$ cat src/rtl/stack_pkg.sv
// Shared defaults and command encoding for the stack unit.
package stack_pkg;

    localparam int DEF_DATA_W = 8;
    localparam int DEF_DEPTH  = 8;
    localparam int DEF_PTR_W  = $clog2(DEF_DEPTH);

    typedef enum logic [2:0] {
        CMD_NONE    = 3'd0,
        CMD_PUSH    = 3'd1,
        CMD_POP     = 3'd2,
        CMD_TOS     = 3'd3,
        CMD_ILLEGAL = 3'd4
    } cmd_e;

    // More than one strobe in the same cycle is illegal, not a priority pick.
    function automatic cmd_e decode_cmd(input logic push, input logic pop, input logic tos);
        case ({tos, pop, push})
            3'b000:  decode_cmd = CMD_NONE;
            3'b001:  decode_cmd = CMD_PUSH;
            3'b010:  decode_cmd = CMD_POP;
            3'b100:  decode_cmd = CMD_TOS;
            default: decode_cmd = CMD_ILLEGAL;
        endcase
    endfunction

endpackage

$ cat src/rtl/stack_mem.sv
// Stack entry storage: synchronous write, combinational read, deliberately not reset.
module stack_mem
    import stack_pkg::*;
#(
    parameter int DATA_W = DEF_DATA_W,
    parameter int DEPTH  = DEF_DEPTH,
    parameter int PTR_W  = $clog2(DEPTH)
) (
    input  logic              clk,
    input  logic              we,
    input  logic [PTR_W-1:0]  waddr,
    input  logic [DATA_W-1:0] wdata,
    input  logic [PTR_W-1:0]  raddr,
    output logic [DATA_W-1:0] rdata
);

    logic [DATA_W-1:0] mem [DEPTH];

    always_ff @(posedge clk) begin
        if (we) begin
            mem[waddr] <= wdata;
        end
    end

    assign rdata = mem[raddr];

endmodule

$ cat src/rtl/stack_unit.sv
// LIFO stack controller: command decode, boundary checks, pointer and registered read data.
module stack_unit
    import stack_pkg::*;
#(
    parameter int DATA_W = DEF_DATA_W,
    parameter int DEPTH  = DEF_DEPTH
) (
    input  logic                       clk,
    input  logic                       rst,
    input  logic                       push,
    input  logic                       pop,
    input  logic                       tos,
    input  logic [DATA_W-1:0]          din,
    output logic [DATA_W-1:0]          dout,
    output logic                       done,
    output logic                       full,
    output logic                       empty,
    output logic [$clog2(DEPTH):0]     count,
    output logic                       err
);

    localparam int PTR_W = $clog2(DEPTH);

    logic [PTR_W:0]      sp;
    logic [DATA_W-1:0]   rdata;
    logic [PTR_W-1:0]    raddr;
    cmd_e                cmd;
    logic                accept_push;
    logic                accept_read;
    logic                do_pop;
    logic                reject;

    assign cmd   = decode_cmd(push, pop, tos);
    assign count = sp;
    assign full  = (sp == (PTR_W+1)'(DEPTH));
    assign empty = (sp == '0);
    // Only meaningful when not empty; wraps harmlessly at sp == 0.
    assign raddr = sp[PTR_W-1:0] - PTR_W'(1);

    always_comb begin
        accept_push = 1'b0;
        accept_read = 1'b0;
        do_pop      = 1'b0;
        reject      = 1'b0;
        case (cmd)
            CMD_PUSH: begin
                if (full) reject = 1'b1;
                else      accept_push = 1'b1;
            end
            CMD_POP: begin
                if (empty) reject = 1'b1;
                else begin
                    accept_read = 1'b1;
                    do_pop      = 1'b1;
                end
            end
            CMD_TOS: begin
                if (empty) reject = 1'b1;
                else       accept_read = 1'b1;
            end
            CMD_ILLEGAL: reject = 1'b1;
            default: ;
        endcase
    end

    always_ff @(posedge clk or negedge rst) begin
        if (!rst) begin
            sp   <= '0;
            dout <= '0;
            done <= 1'b0;
            err  <= 1'b0;
        end else begin
            if (accept_push) begin
                sp <= sp + (PTR_W+1)'(1);
            end else if (do_pop) begin
                sp <= sp - (PTR_W+1)'(1);
            end
            if (accept_read) begin
                dout <= rdata;
            end
            done <= accept_push | accept_read;
            if (reject) begin
                err <= 1'b1;
            end
        end
    end

    stack_mem #(
        .DATA_W (DATA_W),
        .DEPTH  (DEPTH),
        .PTR_W  (PTR_W)
    ) u_mem (
        .clk   (clk),
        .we    (accept_push),
        .waddr (sp[PTR_W-1:0]),
        .wdata (din),
        .raddr (raddr),
        .rdata (rdata)
    );

endmodule

$ cat config.mk
export PLATFORM = sky130hd
export DESIGN_NAME = stack_unit
export DESIGN_NICKNAME = d
export VERILOG_FILES = /design/src/rtl/stack_pkg.sv /design/src/rtl/stack_mem.sv /design/src/rtl/stack_unit.sv
export SDC_FILE = /design/constraint.sdc
export NUM_CORES = 1
export LEC_CHECK = 0
export BUFFER_PORTS_ARGS = -buffer_cell sky130_fd_sc_hd__buf_2
export CAP_MARGIN = 20
export CORE_MARGIN = 8
export CORE_UTILIZATION = 35
export DETAILED_ROUTE_END_ITERATION = 12
export PLACE_DENSITY = 0.63
export SKIP_CTS_REPAIR_TIMING = 1
export SYNTH_ARGS = -nofsm -noshare
export SYNTH_HDL_FRONTEND = slang
export SYNTH_SLANG_ARGS = --single-unit
$ cat constraint.sdc
create_clock -name clk -period 2.7 [get_ports clk]
set_input_delay 0.135 -clock clk [delete_from_list [all_inputs] [get_ports clk]]
set_output_delay 0.135 -clock clk [all_outputs]
set_load 0.01 [all_outputs]
Yosys cells after proc, flatten, opt, wreduce, memory -nomap -nowiden:

Memories as Yosys holds them, arrays and structs flattened. A register that Yosys moved wholly into a read port is not among the register bits.
Index checks and enable logic that the tools add are counted.
W data, S select, Z words.

* $add $sub $neg: 3
* shift-type cells: 0
* $mul: 0
* bitwise logic cells: 1
* eq/ne operators: 8
* div/mod/pow operators: 0
* reductions and logical operators: 5
* mux-type cells: 13
* order comparisons: 0

Operators with widths (number)
* $pmux W3 S4: 1
* $eq A3 B2 Y1 const B: 3
* $mux W1: 9
* $mux W4: 2
* $eq A3 B1 Y1 const B: 2
* $eq A3 B3 Y1 const B: 2
* $add A4 B1 Y4 const B: 1
* $eq A4 B4 Y1 const B: 1
* $logic_not A4 Y1: 1
* $sub A4 B1 Y4 const B: 1
* $logic_not A3 Y1: 1
* $pmux W1 S3: 1
* $sub A3 B1 Y3 const B: 1
* $reduce_bool A2 Y1: 1
* $reduce_or A2 Y1: 1
* $logic_not A1 Y1: 1
* $or A1 B1 Y1: 1

* latch bits: 0
* output and inout bits: 16
* bits in writable memories: 64
* memories kept: 1
* input port bits: 13
* word-level logic and storage cells: 34
* register bits: 6
* ROM bits: 0

Memories
* u_mem.mem: depth 8, bits a word 8, rd ports 1, clocked after Yosys merged registers in 1, wr ports 1, line stack_mem.sv:17 `logic [DATA_W-1:0] mem [DEPTH];`

Depth between registers and ports, before layout:

* depth after elaboration: 6
* gate-level depth with buffers: 12

Cells and area by module:

A second synthesis with hierarchy kept.

* cell total of the unflattened synthesis: 167
* area total of the unflattened synthesis: 3290.7 um2

Modules (own cells, without submodules)
* stack_mem: area each 2531.2 um2, cells an instance 106, instances 1
* stack_unit: area each 759.5 um2, cells an instance 61, instances 1

Worst setup path after synthesis:

OpenSTA, ideal clock, no wires.

* kind: register to register
* start point: register sp[0], in the netlist count[0]
* end point: register sp[3], in the netlist count[3]
* stages on the path, launching flop included: 13
* arrival time: 2.784 ns
* path slack: -0.216 ns
* setup time: 0.131 ns
* data required time: 2.569 ns
* period minus slack after synthesis: 2.916 ns
* cells stage by stage: dfrtp_1 buf_2 buf_2 inv_1 ha_1 nand3b_1 and3_1 inv_2 ha_1 a21oi_1 nand2_1 a41o_1 or3_1

* cells in the longest elaborated chain, start to end: 4
* elaborated cells between the ends (all ways): 11

RTL lines
* from (decl): line stack_unit.sv:24 `logic [PTR_W:0] sp;`
* from (signal assigned): line stack_unit.sv:74 `sp <= sp + (PTR_W+1)'(1);`
* from (signal assigned): line stack_unit.sv:76 `sp <= sp - (PTR_W+1)'(1);`
* parallel branches: the longest is 4 deep, another holds $sub A4 B1 Y4

Several ways; the timed one is not identified. The select of a mux whose other input is x is not followed.
A chain may end at the register's enable or synchronous reset.

Worst setup path in the final report:

Same ends and word-level chain as after synthesis.

==> reports/results.txt <==
Clock Latency Late Sink - 0.35 ns
Setup TNS Final - 0 ns
Largest net degree at the start of global routing - 25
CP Launch Type - register
# setup viols final - 0
Crit-path cells - inv_1, ha_4, nand3b_1, and3_2, inv_2, ha_1, a21oi_1, nand2_1, a41o_1, or3_1
Clock Tree Buf Depth - 2
Peak fanout along the critical path - 7
CTS tree - yes
Ys flop type - edfxtp_1
Area Overhead vs Synth - 18.12%
Comb pwr share - 37.8%
Synth top cells by count - edfxtp_1, mux4_2, dfrtp_1, nor2_1, a21oi_1
Die height - 112.2 µm
HPWL after detailed placement - 3999 µm
Die span in x - 112.2 µm
Core ar. - 9109 µm²
Pwr dens - 1041 nW/µm²
Number of synthesized flops with an enable pin - 64
Final wirelength - 6061 µm
Starting DRC count in detailed routing - 111
Ranking of synthesized cells by area - edfxtp_1, mux4_2, dfrtp_1
Gp weighted congestion - 0.6897
Netlist cell types - 37
Largest stage delay, worst path - 0.39 ns
Total GRT Usage - 10.43%
Worst Path Required - 2.93 ns
Power Internal - 2.690 mW
Design area - 3826 µm²
CTS buffer count - 9
Mapped cell area - 3239 µm²
Max-slew violations - 0
Tcrit/Tclk final - 92.30%
CP Data Arrival Time - 2.72 ns
Initial Util - 35.56%
Clock sink count - 78
Yosys reg bits - 78
Class of the most critical setup path - register to register
Seq pwr share - 37.6%
Port buffer count - 28
N_diodes - 0
First-pass GRT wire length - 9929 µm
Syn nets - 197
Peak VDD IR - 439.6 µV
Routed Antenna Nets - 0
Delay-heaviest family, CP - simple AND/OR/NAND/NOR gates
Detailed Routing Iterations Pass 1 - 4
Remaining global-route overflow - 0
RSZ-0062 raised after global routing - no
Worst Tran Pin Value - 0.6073 ns
Die area - 12590 µm²
H-tree levels - 3
Top-area cell type share of the netlist area - 59.33%
Status - finished clean
# Max-Cap Violations - 0
Switching share of power - 32.47%
Number of global-route vias before repair - 1771
Most frequent cell after synthesis - edfxtp_1
Synth Warn # - 0
Vias - 1647
Clock power frac - 24.7%
Clk slew on worst S/H paths - 0.09 ns
Leading area contributor after synthesis - edfxtp_1
WL/cell - 17.83 µm
FP Rows - 35
Area post-placement - 3587 µm²
IO Count - 29
Setup Skew - 0.01229 ns
Max Fclk - 401.3 MHz
Worst Hold Class - primary input to register
Initial antenna violation count - 0
Seq/Total Area, Yosys - 70.14%
Critical path buffer and inverter count - 2
Post-route DRC - 0
# nets final - 241
Via-per-instance ratio - 4.844
Cells after synthesis - 180
Clock period minus final worst setup slack - 2.492 ns
Switching pwr - 1.294 mW
CP endpoint kind - register
Clock root buffer - clkbuf_8
Leakage - 1.369 nW
Hold Vio Cnt, Final - 0
Syn Area/Cell - 18.00 µm²
Relative slew margins - 59.36%
Asr flop ratio synth - 17.95%
Share of layout cells above drive strength 1 - 37.12%
Critical path's slowest cell - dfrtp_1
final cells by class:
cell class	count	area [µm²]
inverter	6	22.52
clock inverter	7	105.1
fill	817	5283
tap	111	138.9
multi-input combinational	87	915.9
clock buffer	9	123.9
sequential	78	2272
timing repair buffer	42	247.7
layout by cell type (no fill, tap or decap), types with 5 or more instances in the layout:
| master | Yosys | routed |
|---|---|---|
| inv_1 | 5 | 5 |
| buf_4 | 2 | 13 |
| nand2_1 | 5 | 5 |
| mux2i_1 | 8 | 8 |
| mux4_2 | 16 | 16 |
| edfxtp_1 | 64 | 64 |
| nor2_1 | 13 | 13 |
| dfrtp_1 | 14 | 14 |
| clkbuf_8 | 0 | 9 |
| buf_2 | 6 | 28 |
| a21oi_1 | 11 | 11 |
power groups by stage:
| stage | registers, mW | clock network, mW | logic [mW] |
|---|---|---|---|
| floorplan | 1.59 | 0 | 1.06 |
| global placement | 1.52 | 0 | 1.53 |
| detailed placement | 1.53 | 0 | 1.54 |
| CTS | 1.50 | 1.01 | 1.55 |
| global route | 1.52 | 1.05 | 1.66 |
| finish | 1.50 | 0.983 | 1.50 |
cell families (layout without fill, tap and decap cells):
| group | count (synthesis) | after routing | synth area share (%) |
|---|---|---|---|
| multiplexers | 26 | 26 | 14.52 |
| XOR/XNOR | 4 | 4 | 1.661 |
| adder cells (fa/ha/maj) | 4 | 4 | 1.777 |
| AO/OA/AOI/OAI | 17 | 17 | 3.476 |
| AND/OR/NAND/NOR | 36 | 36 | 6.220 |
| buffers and inverters | 15 | 64 | 2.201 |
| flip-flops | 78 | 78 | 70.14 |
layer usage:
| metal | global-route usage, % | vias up | share of wire, % |
|---|---|---|---|
| met4 | 5.306 | 0 | 1.6 |
| met3 | 3.006 | 6 | 4.0 |
| met2 | 15.82 | 38 | 46 |
| li1 | - | 786 | - |
| met5 | 0 | - | 0 |
| met1 | 13.34 | 817 | 48 |
registers in the layout, summed over array words and instances, names as in the netlist:
name       count
u_mem.mem     64
dout           8
count          4
done           1
err            1
worst paths after layout:
kind	slack (ns)	cells past startpoint	startpoint	endpoint
max in group asynchronous	2.24	2	rst	dout[5]
min in group asynchronous	0.20	2	rst	dout[4]
worst max-delay path	0.21	10	count[0]	count[3]
worst min-delay path	0.06	1	din[2]	u_mem.mem[7][2]
worst min register to register	0.50	2	err	err
worst max register to register	0.21	10	count[0]	count[3]
through the flow:
stage	hold slack, ns	utilization (%)	power [mW]	setup WS (ns)	cells
after floorplan	-0.1606	-	2.643	0.003133	180
after global placement	0.04810	39.38	3.054	0.3173	323
after detailed placement	0.05529	39.38	3.063	0.2291	323
after CTS	-0.3393	41.90	4.052	0.2100	339
after global routing	0.04470	42.01	4.230	0.02957	340
final	0.05617	42.01	3.984	0.2079	340
Note: power is estimated with default switching activity, not from simulation.
